==> config.mk <==
export PLATFORM = sky130hd
export DESIGN_NAME = bus_width_decrease
export DESIGN_NICKNAME = d
export VERILOG_FILES = /design/src/rtl/bus_width_pkg.sv /design/src/rtl/bus_width_decrease.sv
export SDC_FILE = /design/constraint.sdc
export NUM_CORES = 1
export LEC_CHECK = 0
export CAP_MARGIN = 20
export CELL_PAD_IN_SITES_DETAIL_PLACEMENT = 1
export CELL_PAD_IN_SITES_GLOBAL_PLACEMENT = 1
export CORE_MARGIN = 3
export CORE_UTILIZATION = 40
export DETAILED_ROUTE_END_ITERATION = 16
export MAX_ROUTING_LAYER = met4
export PLACE_DENSITY_LB_ADDON = 0.1
export SYNTH_ARGS = -nofsm -noshare
export SYNTH_HDL_FRONTEND = slang
export SYNTH_SLANG_ARGS = --single-unit
==> constraint.sdc <==
create_clock -name clk -period 4.1 [get_ports clk]
set_input_delay 1.025 -clock clk [delete_from_list [all_inputs] [get_ports clk]]
set_output_delay 1.025 -clock clk [all_outputs]
set_load 0.03 [all_outputs]
==> src/rtl/bus_width_pkg.sv <==
// Shared definitions for the bus width adapter family (decrease and increase).
// The state enum is common so both adapters report occupancy the same way.
package bus_width_pkg;

  // Occupancy of an adapter: nothing held, one word held, two words held
  typedef enum logic [1:0] {
    EMPTY = 2'd0,
    BUSY  = 2'd1,
    FULL  = 2'd2
  } bw_state_t;

  // Width of a slice pointer addressing n slices; never narrower than one bit
  function automatic int ptr_width(input int n);
    return (n > 1) ? $clog2(n) : 1;
  endfunction

endpackage

==> src/rtl/bus_width_decrease.sv <==
// Wide-to-narrow bus adapter: accepts one SIZE_IN word and emits it as
// SIZE_IN/SIZE_OUT slices over a ready/valid handshake, least- or
// most-significant slice first depending on LITTLE_ENDIAN.
//
// Optional build macro BUS_WIDTH_DECREASE_PREFETCH_EN adds a second holding
// register so the next word can be taken while the current one drains,
// giving gapless output. Without it one idle output cycle separates words.
module bus_width_decrease
  import bus_width_pkg::*;
#(
  parameter int SIZE_IN       = 32,
  parameter int SIZE_OUT      = 8,
  parameter int LITTLE_ENDIAN = 1
) (
  input  logic                clk,
  input  logic                reset,
  output logic                input_ready,
  input  logic                input_valid,
  input  logic [SIZE_IN-1:0]  input_data,
  input  logic                output_ready,
  output logic                output_valid,
  output logic [SIZE_OUT-1:0] output_data,
  output logic                output_last
);

  localparam int N     = SIZE_IN / SIZE_OUT;
  localparam int PTR_W = ptr_width(N);

  // Slice order: first and final slice index depend on endianness
  localparam logic [PTR_W-1:0] FIRST_IDX = (LITTLE_ENDIAN != 0) ? PTR_W'(0)   : PTR_W'(N-1);
  localparam logic [PTR_W-1:0] LAST_IDX  = (LITTLE_ENDIAN != 0) ? PTR_W'(N-1) : PTR_W'(0);

  // A wide word that does not split into whole slices is a configuration bug
  generate
    if ((SIZE_IN % SIZE_OUT) != 0) begin : g_bad_ratio
      $error("bus_width_decrease: SIZE_IN must be a multiple of SIZE_OUT");
    end
  endgenerate

  bw_state_t          state;
  logic [SIZE_IN-1:0] holding;
  logic [PTR_W-1:0]   ptr;

`ifdef BUS_WIDTH_DECREASE_PREFETCH_EN
  logic [SIZE_IN-1:0] holding_next;
`endif

  logic in_fire;
  logic out_fire;
  logic at_last;
  logic final_fire;

  assign in_fire    = input_valid && input_ready;
  assign out_fire   = output_valid && output_ready;
  assign at_last    = (ptr == LAST_IDX);
  assign final_fire = out_fire && at_last;

  // Slice and last flag are pure decodes of registers, so they cannot
  // change while the consumer stalls
  assign output_data = holding[ptr*SIZE_OUT +: SIZE_OUT];
  assign output_last = output_valid && at_last;

  // Slice pointer steps only when a slice is actually taken, wrapping
  // back to the first slice after the final one
  always_ff @(posedge clk) begin
    if (reset) begin
      ptr <= FIRST_IDX;
    end else if (out_fire) begin
      if (at_last) begin
        ptr <= FIRST_IDX;
      end else if (LITTLE_ENDIAN != 0) begin
        ptr <= ptr + PTR_W'(1);
      end else begin
        ptr <= ptr - PTR_W'(1);
      end
    end
  end

  // Occupancy FSM with registered handshake outputs and word capture
  always_ff @(posedge clk) begin
    if (reset) begin
      state        <= EMPTY;
      input_ready  <= 1'b1;
      output_valid <= 1'b0;
      holding      <= '0;
`ifdef BUS_WIDTH_DECREASE_PREFETCH_EN
      holding_next <= '0;
`endif
    end else begin
      case (state)
        EMPTY: begin
          if (in_fire) begin
            holding      <= input_data;
            state        <= BUSY;
            output_valid <= 1'b1;
`ifdef BUS_WIDTH_DECREASE_PREFETCH_EN
            input_ready  <= 1'b1;
`else
            input_ready  <= 1'b0;
`endif
          end
        end

        BUSY: begin
`ifdef BUS_WIDTH_DECREASE_PREFETCH_EN
          if (in_fire && final_fire) begin
            holding      <= input_data;
          end else if (in_fire) begin
            holding_next <= input_data;
            state        <= FULL;
            input_ready  <= 1'b0;
          end else if (final_fire) begin
            state        <= EMPTY;
            output_valid <= 1'b0;
          end
`else
          if (final_fire) begin
            state        <= EMPTY;
            input_ready  <= 1'b1;
            output_valid <= 1'b0;
          end
`endif
        end

`ifdef BUS_WIDTH_DECREASE_PREFETCH_EN
        FULL: begin
          if (final_fire) begin
            holding     <= holding_next;
            state       <= BUSY;
            input_ready <= 1'b1;
          end
        end
`endif

        default: begin
          state        <= EMPTY;
          input_ready  <= 1'b1;
          output_valid <= 1'b0;
        end
      endcase
    end
  end

endmodule

; Yosys cells after proc, flatten, opt, wreduce, memory -nomap -nowiden
; Index checks and enable logic that the tools add are counted.
[op_classes]
add_sub_neg = 1
eq_ne = 4
shift = 1
mux = 10
reduce_logical = 7
[ops]
columns = cell, count
row1 = 32-bit by 6-bit variable part select with 8-bit output, 1
row2 = 2-bit 2-to-1 mux, 3
row3 = 1-bit logical AND, 4
row4 = 1-bit 2-to-1 mux, 4
row5 = "2-bit != test, second input constant", 2
row6 = 1-bit case mux with 2 select lines, 2
row7 = 2-bit case mux with 2 select lines, 1
row8 = 2-bit AND reduction, 2
row9 = "2-bit by 1-bit adder with 2-bit output, second input constant", 1
row10 = "2-bit by 1-bit == test with 1-bit output, second input constant", 1
row11 = "2-bit == test, second input constant", 1
row12 = 2-bit logical NOT, 1
[word_totals]
regBits = 38
output_inout_bits = 11
elab_cells = 28

; Longest topological paths before layout
; Gate-level depths: netlist of run 1.
[logic_depth]
ltp_word = 4
mapped_depth = 5
mapped_depth_nobuf = 3

; Worst setup path after synthesis of run 1
; No wires, ideal clock.
[synth_timing]
path_kind = reg-to-output
start = register ptr[0]
end = output output_data[0]
arrival_time_ns = 1.165
required_ns = 3.075
slack_ns = 1.910
path_stages_with_launch = 3
path_buffers = 1
cell_sequence = dfxtp_1 -> buf_2 -> mux4_2
[synth_between]
elab_chain_len = 1
[synth_rtl]
columns = item, line_no
row1 = start: declaration, bus_width_decrease.sv:42  ; logic [PTR_W-1:0] ptr;
row2 = start signal: assignment, bus_width_decrease.sv:72  ; ptr <= ptr + PTR_W'(1);
row3 = start signal: assignment, bus_width_decrease.sv:74  ; ptr <= ptr - PTR_W'(1);
row4 = 32-bit by 6-bit variable part select with 8-bit output, bus_width_decrease.sv:60  ; assign output_data = holding[ptr*SIZE_OUT +: SIZE_OUT];
row5 = end: declaration, bus_width_decrease.sv:22  ; output logic [SIZE_OUT-1:0] output_data,
; Every way passes these cells.

; Worst setup path in the final report of run 1
[layout_timing]
start = register ptr[0]
end = output output_data[1]
; Same word-level chain as after synthesis.

==> results.rst, run 1 <==
.. list-table::
   :header-rows: 1

   * - Metric
     - Value
   * - Worst hold-check path type
     - reg2reg
   * - Placement-stage cell area
     - between 2000 and 2500 sq um
   * - Total gr overflow
     - 0
   * - Type of the worst setup path
     - reg2out
   * - Per-cell via count in the routed design
     - approximately 5.0
   * - Vias in the first global route
     - about 1400
   * - Final hold violation count
     - 0
   * - Number of I/O pins
     - 47
   * - Clock tree from TritonCTS
     - built
   * - First-pass GRT wire length
     - just over 6 mm
   * - Clock latency on the worst-skew pair
     - 0.28 ns
   * - Number of nets with antenna violations after routing
     - 0
   * - Routed wire per std cell
     - about 15 um
   * - Area of the core
     - 4410 sq um
   * - Fraction of power consumed by the clock network
     - between 20% and 30%
   * - Utilization of the core after routing
     - between 50% and 60%
   * - Net switching power
     - around 0.00019 W
   * - Highest ir drop seen on vdd
     - ~0.00017 V
   * - Highest achievable clock rate
     - roughly 0.32 GHz
   * - Data required time of the worst path
     - around 3.1 ns
   * - Number of max-slew violations in the final report
     - 0
   * - Gates resized, CTS repair
     - 0
   * - Buffer levels on the longest clock path
     - 2
   * - Die outline height
     - approximately 74 um
   * - Setup violations, final
     - 0
   * - DRC viols
     - 0
   * - Flop and latch count out of synthesis
     - 36
   * - Initial drt markers
     - 77
   * - Initial antenna violation count
     - 0
   * - Fraction of the yosys area taken by sequential cells
     - between 30% and 40%
   * - Netlist cell types
     - 19
   * - Clock transition at path regs
     - roughly 0.07 ns
   * - Sequential Power Share
     - 50.6%
   * - Static Leakage
     - around 0.86 nW
   * - Post-Syn Instances
     - 168
   * - Effective utilization at floorplan
     - about two fifths
   * - Cell at the root of the clock tree
     - clkbuf_8
   * - Final weighted congestion in routability-driven placement
     - 0.753
   * - Highest metal used
     - met4
   * - Yosys warning total
     - 0
   * - Signal arrival time at the worst endpoint
     - 2.14 ns
   * - Clock tree skew after final layout
     - around 0.0044 ns
   * - Power density normalized to cell area
     - 330 nW/um^2
   * - Maximum number of pins on one net before global-route repair
     - 41
   * - M1 wire length
     - 1.67 mm
   * - Finished Layout Cells
     - 260
   * - # Max-Cap Violations
     - 0
   * - Number of buffers inserted to repair setup after CTS
     - 0
   * - Total die area
     - 5480 sq um
   * - Crit start category
     - flop
   * - Site Rows
     - 24
   * - CP Capture Type
     - output port
   * - RSZ-0062 raised after global routing
     - no
   * - Total internal power
     - 0.000579 W
   * - Proportion of power drawn by combinational gates
     - between 10% and 20%
   * - Result of the run
     - finished clean
   * - IO buf count
     - 46
   * - Share of cells above drive strength 1
     - between 9 and 10%
   * - Share of the cycle needed by the critical path after routing
     - ~77%
   * - Count of inserted antenna diode cells
     - 0
   * - Number of clock sinks
     - 36
   * - Total vias in the final route
     - about 1300
   * - Net Count, Synth
     - 205
   * - Post-route minimum period
     - 3.16 ns
   * - Post-route setup TNS
     - 0 ns
   * - Area Overhead vs Synth
     - 26.6%
   * - Total track usage
     - between 15 and 20%
   * - Post-Place Cells
     - approximately 250
   * - Horizontal extent of the die
     - ~74 um
   * - Number of detailed-route iterations in the first pass
     - 4
   * - H-tree depth
     - 2
   * - Worst slew pin tran
     - ~0.96 ns
   * - Switching Share
     - roughly 25%
   * - Detail Route met3 WL
     - 213 um
   * - TritonCTS buffer count
     - 5
   * - Total detailed-routing wirelength
     - 3.85 mm
   * - Post-detailed-placement half-perimeter wirelength
     - around 2.8 mm
   * - Post-layout net count
     - 245
   * - Number of hold buffers added after cts
     - 0
   * - Synthesized area
     - 1850 sq um
   * - Area of all placed cells without fillers
     - around 2300 sq um
   * - Syn Area/Cell
     - ~11 sq um
   * - Total length of routed met2 wires
     - ~1.9 mm
   * - Headroom to the max-slew limit
     - approximately 36%
   * - Max Fanout on Critical Path
     - 11
## synth_stat cells
| cell | n | area (sq um) |
|---|---|---|
| nand2b_1 | 64 | 400 |
| dfxtp_1 | 36 | 721 |
| mux2i_1 | 32 | 320 |
| mux4_2 | 8 | 180 |
| clkbuf_1 | 7 | 26.3 |
| a21oi_1 | 3 | 15.0 |
| buf_12 | 3 | 60.1 |
| a21bo_2 | 2 | 20.0 |
| buf_2 | 2 | 10.0 |
| buf_6 | 2 | 22.5 |
| a211oi_1 | 1 | 7.51 |
| a31oi_1 | 1 | 6.26 |
| and2_2 | 1 | 7.51 |
| and2b_2 | 1 | 8.76 |
| and3b_1 | 1 | 8.76 |
| ha_1 | 1 | 12.5 |
| nand3_1 | 1 | 5.00 |
| nand4bb_1 | 1 | 11.3 |
| o21bai_1 | 1 | 7.51 |
## cells in the final DEF, fill, tap and decap left out, types with 2 or more instances in the layout
| master | count |
|---|---|
| nand2b_1 | 64 |
| dfxtp_1 | 36 |
| mux4_2 | 8 |
| a21oi_1 | 3 |
| a21bo_2 | 2 |
| clkbuf_8 | 5 |
| mux2i_1 | 32 |
| clkdlybuf4s50_1 | 46 |
## sequential cells by signal, summed over array words and instances, names as in the netlist
name,count
ptr,2
input_ready,1
output_valid,1
holding,32
## worst max-delay path: stages, from the launching register on
cell and delay, ns:
dfxtp_1 0.67, mux4_2 0.58, clkdlybuf4s50_1 0.61
## routing by layer
metal,vias to the layer above,track usage (%)
met3,2,4.32
met5,-,-
met2,32,25.0
li1,644,-
met4,0,3.62
met1,634,18.7
## per-stage QoR
stage,hold slack (ns),power (W),worst slack [ns]
2_1_floorplan,0.445,0.000498,1.91
3_3_place_gp,0.455,0.000546,1.21
3_5_place_dp,0.470,0.000553,1.19
4_1_cts,0.480,0.000784,0.890
5_1_grt,0.490,0.000812,0.810
6_report,0.476,0.000773,0.939
## final timing paths
kind	slack [ns]	cells after the start	to	start
worst max-delay path	0.94	2	output_data[1]	ptr[0]$_SDFFE_PP0P_
worst min-delay path	0.48	2	holding[24]$_SDFFE_PP0P_	holding[24]$_SDFFE_PP0P_
worst max register to register	2.39	2	holding[23]$_SDFFE_PP0P_	output_valid$_SDFFE_PP0P_
worst min register to register	0.48	2	holding[24]$_SDFFE_PP0P_	holding[24]$_SDFFE_PP0P_
## power by group through the flow
stage | combinational [W] | clock [W] | sequential [W]
3_5_place_dp | 0.000153 | 0 | 0.000400
3_3_place_gp | 0.000148 | 0 | 0.000398
5_1_grt | 0.000163 | 0.000254 | 0.000395
2_1_floorplan | 0.000105 | 0 | 0.000393
4_1_cts | 0.000154 | 0.000238 | 0.000392
6_report | 0.000151 | 0.000230 | 0.000391
## final cells by class
type,instances,area [sq um]
fillers,477,2070
multi-input cells,118,1010
flip-flops and latches,36,721
repair buffers,47,468
clock buffers,6,72.6
well taps,52,65.1
clock inverters,1,5.00
## kinds of logic (layout without fill, tap and decap cells)
family / count (synthesis) / count (layout) / share of synthesized area [%]
AOI/OAI and AO/OA: 8 / 8 / 3.04
buffers and inverters: 14 / 54 / 6.42
muxes: 40 / 40 / 27.0
and+or+nand+nor: 69 / 69 / 23.9
DFF: 36 / 36 / 38.9
adders and majority gates: 1 / 1 / 0.676
No activity file was read; power rests on OpenSTA's default activity.
==> run 2, diff against run 1 <==
Settings changed: CORE_UTILIZATION 40 to 37.
Clock period 4.1 ns to 3.2 ns, I/O delays scaled along.
==> results.rst, run 2 (same netlist as run 1, synthesis figures left out) <==
.. list-table::
   :header-rows: 1

   * - Metric
     - Value
   * - Share of the cycle needed by the critical path after routing
     - 92.1%
   * - TritonCTS buffer count
     - 5 (unchanged)
   * - Cell at the root of the clock tree
     - clkbuf_8
   * - Total internal power
     - 0.000738 W (+28%)
   * - Fill cell instance count of the final layout
     - 547 (+15%)
   * - Number of flip-flops in the largest register
     - 32 (unchanged)
   * - Post-detailed-placement half-perimeter wirelength
     - 3.04 mm (+8.8%)
   * - Post-route setup TNS
     - 0 ns (unchanged)
   * - Total die area
     - 5890 sq um (+7.4%)
   * - Result of the run
     - finished clean
   * - Highest achievable clock rate
     - ~0.34 GHz
   * - Routed wire per std cell
     - 14.9 um (+0.94%)
   * - Number of I/O pins
     - 47 (unchanged)
   * - Highest ir drop seen on vdd
     - 0.000202 V (+19%)
   * - Number of max-slew violations in the final report
     - 0 (unchanged)
   * - Die outline height
     - 76.7 um (+3.7%)
   * - Data required time of the worst path
     - 2.40 ns (-0.67 ns)
   * - Post-route minimum period
     - around 3 ns
   * - First-pass GRT wire length
     - 6.89 mm (+11%)
   * - Number of buffers inserted to repair setup after CTS
     - 0 (unchanged)
   * - Headroom to the max-slew limit
     - 63.1% (+27 points)
   * - Clock transition at path regs
     - 0.06 ns (about the same)
   * - Number of detailed-route iterations in the first pass
     - 4 (unchanged)
   * - Initial antenna violation count
     - 0 (unchanged)
   * - DRC viols
     - 0 (unchanged)
   * - Commonest non-fill, non-tap cells in the layout
     - 64 x nand2b_1, 46 x clkdlybuf4s50_1, 36 x dfxtp_1
   * - Static Leakage
     - 0.870 nW (+1.6%)
   * - Final hold violation count
     - 0 (unchanged)
   * - Total vias in the final route
     - 1325 (+0.99%)
   * - Total detailed-routing wirelength
     - 4.12 mm (+7.1%)
   * - Most common cell after layout, fill and taps aside
     - nand2b_1
   * - Area of the core
     - 4790 sq um (+8.4%)
   * - Maximum number of pins on one net before global-route repair
     - 40 (-2.4%)
   * - Worst hold-check path type
     - reg2reg
   * - Post-layout net count
     - 248 (+1.2%)
   * - Sequential Power Share
     - 50.8% (+0.2 points)
   * - Slack of the worst reg-to-reg path
     - 1.66 ns (-0.73 ns)
   * - Signal arrival time at the worst endpoint
     - 2.15 ns (about the same)
   * - Effective utilization at floorplan
     - 38.7% (-3.3 points)
   * - Clock tree skew after final layout
     - 0.00311 ns (-0.00125 ns)
   * - Number of clock sinks
     - 36 (unchanged)
   * - IO buf count
     - 46 (unchanged)
   * - Post-Place Cells
     - 271 (+7.1%)
   * - Switching Share
     - 25.2% (+0.11 points)
   * - Post-placement worst setup slack
     - 0.548 ns (-0.643 ns)
   * - Vias in the first global route
     - 1439 (+4.6%)
   * - Horizontal extent of the die
     - 76.7 um (+3.7%)
   * - Site Rows
     - 25 (+4.2%)
   * - Worst slew pin tran
     - 0.553 ns (-0.412 ns)
   * - Largest registers
     - holding (32), ptr (2)
   * - Count of inserted antenna diode cells
     - 0 (unchanged)
   * - Power density normalized to cell area
     - 413 nW/um^2 (+25%)
   * - Per-cell via count in the routed design
     - 4.80 (-4.9%)
   * - Worst-case setup margin in the final layout
     - 0.254 ns (-0.685 ns)
   * - Area Overhead vs Synth
     - 29.1%
   * - Crit start category
     - flop
   * - Buffer levels on the longest clock path
     - 2 (unchanged)
   * - Fraction of power consumed by the clock network
     - 28.8% (-1.0 points)
   * - Setup violations, final
     - 0 (unchanged)
   * - Max Fanout on Critical Path
     - 10 (-1)
   * - Clock tree from TritonCTS
     - built
   * - Net switching power
     - 0.000248 W (+28%)
   * - Final weighted congestion in routability-driven placement
     - 0.713 (-5.4%)
   * - Share of cells above drive strength 1
     - 10.5% (+0.91 points)
   * - CP Capture Type
     - output port
   * - H-tree depth
     - 2 (unchanged)
   * - Total track usage
     - 15.0% (-0.29 points)
   * - Initial drt markers
     - 67 (-13%)
   * - Proportion of power drawn by combinational gates
     - 20.4% (+0.8 points)
   * - Type of the worst setup path
     - reg2out
   * - Clock latency on the worst-skew pair
     - 0.28 ns (about the same)
   * - Number of nets with antenna violations after routing
     - 0 (unchanged)
   * - Gates resized, CTS repair
     - 0 (unchanged)
   * - RSZ-0062 raised after global routing
     - no
   * - Total gr overflow
     - 0 (unchanged)
   * - Number of hold buffers added after cts
     - 0 (unchanged)
   * - # Max-Cap Violations
     - 0 (unchanged)
   * - Register ranked first by flip-flop count
     - holding
   * - Finished Layout Cells
     - 276 (+6.2%)
run 2: changes by cell type in the layout (fill, tap and decap cells not counted), sizes merged:
cell,before,now
clkbuf,6,5
buf,1,4
clkinv,1,0
run 2: power groups by stage:
stage               clock [W]  sequential (W)  combinational (W)
finish               0.000284        0.000501           0.000201
global route         0.000314        0.000505           0.000215
CTS                  0.000299        0.000502           0.000205
detailed placement          0        0.000512           0.000203
global placement            0        0.000510           0.000196
floorplan                   0        0.000504           0.000134
run 2: metrics by stage:
| stage | utilization, % | hold WS, ns | power [W] | area [sq um] |
|---|---|---|---|---|
| CTS | 49.9 | 0.479 | 0.00101 | 2390 |
| floorplan | - | 0.445 | 0.000638 | 1850 |
| global placement | 48.5 | 0.456 | 0.000706 | 2320 |
| detailed placement | 48.5 | 0.462 | 0.000714 | 2320 |
| global route | 49.9 | 0.496 | 0.00103 | 2390 |
| finish | 49.9 | 0.476 | 0.000986 | 2390 |
run 2: final timing paths:
check | from | end | cells past startpoint
max | ptr[1]$_SDFFE_PP0P_ | output_data[7] | 2
min | holding[0]$_SDFFE_PP0P_ | holding[0]$_SDFFE_PP0P_ | 2
max reg2reg | output_valid$_SDFFE_PP0P_ | holding[22]$_SDFFE_PP0P_ | 3
min reg2reg | holding[0]$_SDFFE_PP0P_ | holding[0]$_SDFFE_PP0P_ | 2
run 2: layout make-up:
class / instances / area [sq um] / area share (%)
multi-input cells: 118 / 1010 / 42.4
flip-flops and latches: 36 / 721 / 30.2
repair buffers: 50 / 503 / 21.1
well taps: 67 / 83.8 / 3.51
clock buffers: 5 / 68.8 / 2.88
run 2: critical path: stages, from the launching register on:
cell	delay, ns
dfxtp_1	0.67
mux4_2	0.58
clkdlybuf4s50_1	0.61
run 2: metal layers:
| layer | global-route usage (%) | vias up | wire, um |
|---|---|---|---|
| met5 | - | - | 0 |
| met4 | 7.07 | 0 | 85 |
| met3 | 3.87 | 8 | 198 |
| met2 | 24.0 | 36 | 1990 |
| met1 | 17.6 | 632 | 1850 |
| li1 | - | 649 | - |
==> run 3, diff against run 2 <==
Settings changed: ABC_AREA set to 1, CORE_UTILIZATION 37 to 32.
==> results.rst, run 3 <==
.. list-table::
   :header-rows: 1

   * - Metric
     - Value
   * - Result of the run
     - finished clean
   * - Data required time of the worst path
     - 2.40 ns (about the same)
   * - Post-route setup TNS
     - 0 ns (unchanged)
   * - Fraction of the yosys area taken by sequential cells
     - 41.4% (+2.5 points)
   * - Static Leakage
     - 1.12 nW (+28%)
   * - Effective utilization at floorplan
     - 33.6% (-5.0 points)
   * - Post-layout net count
     - 351 (+42%)
   * - # Max-Cap Violations
     - 0 (unchanged)
   * - Power density normalized to cell area
     - 490 nW/um^2 (+19%)
   * - Max Fanout on Critical Path
     - 31 (+21)
   * - Register ranked first by flip-flop count
     - holding
   * - Top cell type's share of synthesized area
     - 41.4% (+2.5 points)
   * - Slack of the worst reg-to-reg path
     - 1.82 ns (+0.16 ns)
   * - Final weighted congestion in routability-driven placement
     - 0.714 (+0.21%)
   * - Worst slew pin tran
     - 0.620 ns (+0.0666 ns)
   * - Clock transition at path regs
     - 0.07 ns (about the same)
   * - Total vias in the final route
     - 1682 (+27%)
   * - Number of clock sinks
     - 36 (unchanged)
   * - Highest ir drop seen on vdd
     - 0.000267 V (+32%)
   * - Terminus of the critical flop-to-flop path
     - holding[26]$_SDFFE_PP0P_
   * - Number of hold buffers added after cts
     - 0 (unchanged)
   * - Number of flip-flops in the largest register
     - 32 (unchanged)
   * - Most numerous cell types in the synthesized netlist
     - 93 x nand2_1, 70 x nor2_1, 36 x dfxtp_1, 35 x inv_1, 16 x o211ai_1
   * - Horizontal extent of the die
     - 79.8 um (+3.9%)
   * - Largest registers
     - holding (32), ptr (2)
   * - Worst hold-check path type
     - reg2reg
   * - Number of I/O pins
     - 47 (unchanged)
   * - Most frequent cell after synthesis
     - nand2_1
   * - Clock latency on the worst-skew pair
     - 0.28 ns (about the same)
   * - Commonest non-fill, non-tap cells in the layout
     - 93 x nand2_1, 70 x nor2_1, 46 x clkdlybuf4s50_1
   * - Final hold violation count
     - 0 (unchanged)
   * - CP Capture Type
     - output port
   * - Highest achievable clock rate
     - 0.351 GHz (+3.3%)
   * - Launch point of the worst path
     - ptr[0]$_SDFFE_PP0P_
   * - First-pass GRT wire length
     - 7.07 mm (+2.6%)
   * - H-tree depth
     - 2 (unchanged)
   * - Maximum number of pins on one net before global-route repair
     - 66 (+65%)
   * - Reg-to-reg startpoint
     - output_valid$_SDFFE_PP0P_
   * - Total detailed-routing wirelength
     - 4.28 mm (+3.9%)
   * - Share of the cycle needed by the critical path after routing
     - 89.1% (-3.0 points)
   * - Utilization of the core after routing
     - 44.5% (-5.4 points)
   * - TritonCTS buffer count
     - 5 (unchanged)
   * - Crit start category
     - flop
   * - Initial antenna violation count
     - 0 (unchanged)
   * - RSZ-0062 raised after global routing
     - no
   * - Syn Area/Cell
     - 6.38 sq um (-42%)
   * - Vias in the first global route
     - 1635 (+14%)
   * - Gates resized, CTS repair
     - 0 (unchanged)
   * - Post-route minimum period
     - 2.85 ns (-0.0950 ns)
   * - IO buf count
     - 46 (unchanged)
   * - Placement-stage cell area
     - 2200 sq um (-5.3%)
   * - Flop and latch count out of synthesis
     - 36 (unchanged)
   * - Critical Path Sink
     - output_last
   * - Setup violations, final
     - 0 (unchanged)
   * - Clock tree skew after final layout
     - 0.00255 ns (-0.000555 ns)
   * - Per-cell via count in the routed design
     - 4.37 (-9.0%)
   * - Signal arrival time at the worst endpoint
     - 2.05 ns (-0.10 ns)
   * - Yosys warning total
     - 0 (unchanged)
   * - Type of the worst setup path
     - reg2out
   * - Clock tree from TritonCTS
     - built
   * - EDFF count, synth
     - 0 (unchanged)
   * - Area of all placed cells without fillers
     - 2300 sq um (-3.6%)
   * - Post-Place Cells
     - 376 (+39%)
   * - Net Count, Synth
     - 310 (+51%)
   * - Site Rows
     - 26 (+4.0%)
   * - Post-Syn Instances
     - 273 (+63%)
   * - Area Overhead vs Synth
     - 32.3%
   * - Headroom to the max-slew limit
     - 58.7% (-4.4 points)
   * - Post-detailed-placement half-perimeter wirelength
     - 3.05 mm (+0.42%)
   * - Most common cell after layout, fill and taps aside
     - nand2_1
   * - Asr flop ratio synth
     - 0% (unchanged)
   * - Number of buffers inserted to repair setup after CTS
     - 0 (unchanged)
   * - DRC viols
     - 0 (unchanged)
   * - Most area-consuming cells after synthesis
     - dfxtp_1 41%, nand2_1 20%, nor2_1 15%
   * - Number of max-slew violations in the final report
     - 0 (unchanged)
   * - Cell at the root of the clock tree
     - clkbuf_8
   * - Total power after layout
     - 0.00113 W (+14%)
   * - Netlist cell types
     - 16 (-3)
   * - Total track usage
     - 14.6% (-0.38 points)
   * - Area of the core
     - 5170 sq um (+8.1%)
   * - Routed wire per std cell
     - 11.1 um (-26%)
   * - Count of inserted antenna diode cells
     - 0 (unchanged)
   * - Buffer levels on the longest clock path
     - 2 (unchanged)
   * - Initial drt markers
     - 73 (+9.0%)
   * - Number of detailed-route iterations in the first pass
     - 4 (unchanged)
   * - Share of cells above drive strength 1
     - 3.49% (-7.0 points)
   * - Die outline height
     - 79.8 um (+3.9%)
   * - Synthesized area
     - 1740 sq um (-5.9%)
   * - Finished Layout Cells
     - 385 (+39%)
   * - Number of cells traversed by the worst register-to-register path
     - 6 (+3)
   * - Number of nets with antenna violations after routing
     - 0 (unchanged)
   * - Dominant synthesized flop cell
     - dfxtp_1
   * - Total die area
     - 6360 sq um (+8.1%)
   * - Total gr overflow
     - 0 (unchanged)
   * - Area leader, netlist
     - dfxtp_1
-- run 3: where the power goes --
group	switching (W)	internal (W)
clock	0.000154	0.000176
sequential	0.0000217	0.000491
combinational	0.000161	0.000125
-- run 3: layer usage --
metal  part of all wire, %  up-vias  GRT usage, %  wire, um
met2                    48       28          24.4      2040
met3                   4.8        4          3.95       207
li1                      -      889             -         -
met4                  0.98        0          4.05        42
met1                    46      761          17.4      1990
met5                     0        -             -         0
-- run 3: how the worst min path moves through the flow --
stage / start / endpoint / slack, ns / depth (start not counted)
2_1_floorplan: holding[0]$_SDFFE_PP0P_ / holding[0]$_SDFFE_PP0P_ / 0.49 / 4
3_3_place_gp: holding[18]$_SDFFE_PP0P_ / holding[18]$_SDFFE_PP0P_ / 0.50 / 4
3_5_place_dp: holding[20]$_SDFFE_PP0P_ / holding[20]$_SDFFE_PP0P_ / 0.51 / 4
4_1_cts: holding[20]$_SDFFE_PP0P_ / holding[20]$_SDFFE_PP0P_ / 0.52 / 4
5_1_grt: holding[22]$_SDFFE_PP0P_ / holding[22]$_SDFFE_PP0P_ / 0.55 / 4
6_report: holding[1]$_SDFFE_PP0P_ / holding[1]$_SDFFE_PP0P_ / 0.52 / 4
-- run 3: logic make-up after synthesis --
kind of cell             synth area share, %
flip-flops                              41.4
AND/OR/NAND/NOR                         36.0
adder cells (fa/ha/maj)                0.719
AO/OA/AOI/OAI                           7.76
buffers and inverters                   14.1
-- run 3: worst max-delay path, cell delays in order, from the launching register on --
cell and delay (ns):
dfxtp_1 0.39, buf_4 0.32, ha_1 0.26, nand2_1 0.07, inv_1 0.05, clkdlybuf4s50_1 0.66
-- run 3: layout make-up --
type                            instances  area, sq um
Fill cell                             679         2870
Multi-Input combinational cell        185          774
Sequential cell                        36          721
Timing Repair Buffer                   49          490
Inverter                               37          139
Clock buffer                            8         90.1
Tap cell                               70         87.6
-- run 3: stage by stage --
stage / hold slack (ns) / setup WS [ns]
6_report: 0.518 / 0.349
5_1_grt: 0.554 / 0.224
4_1_cts: 0.524 / 0.335
3_5_place_dp: 0.510 / 0.637
3_3_place_gp: 0.502 / 0.650
2_1_floorplan: 0.489 / 1.43
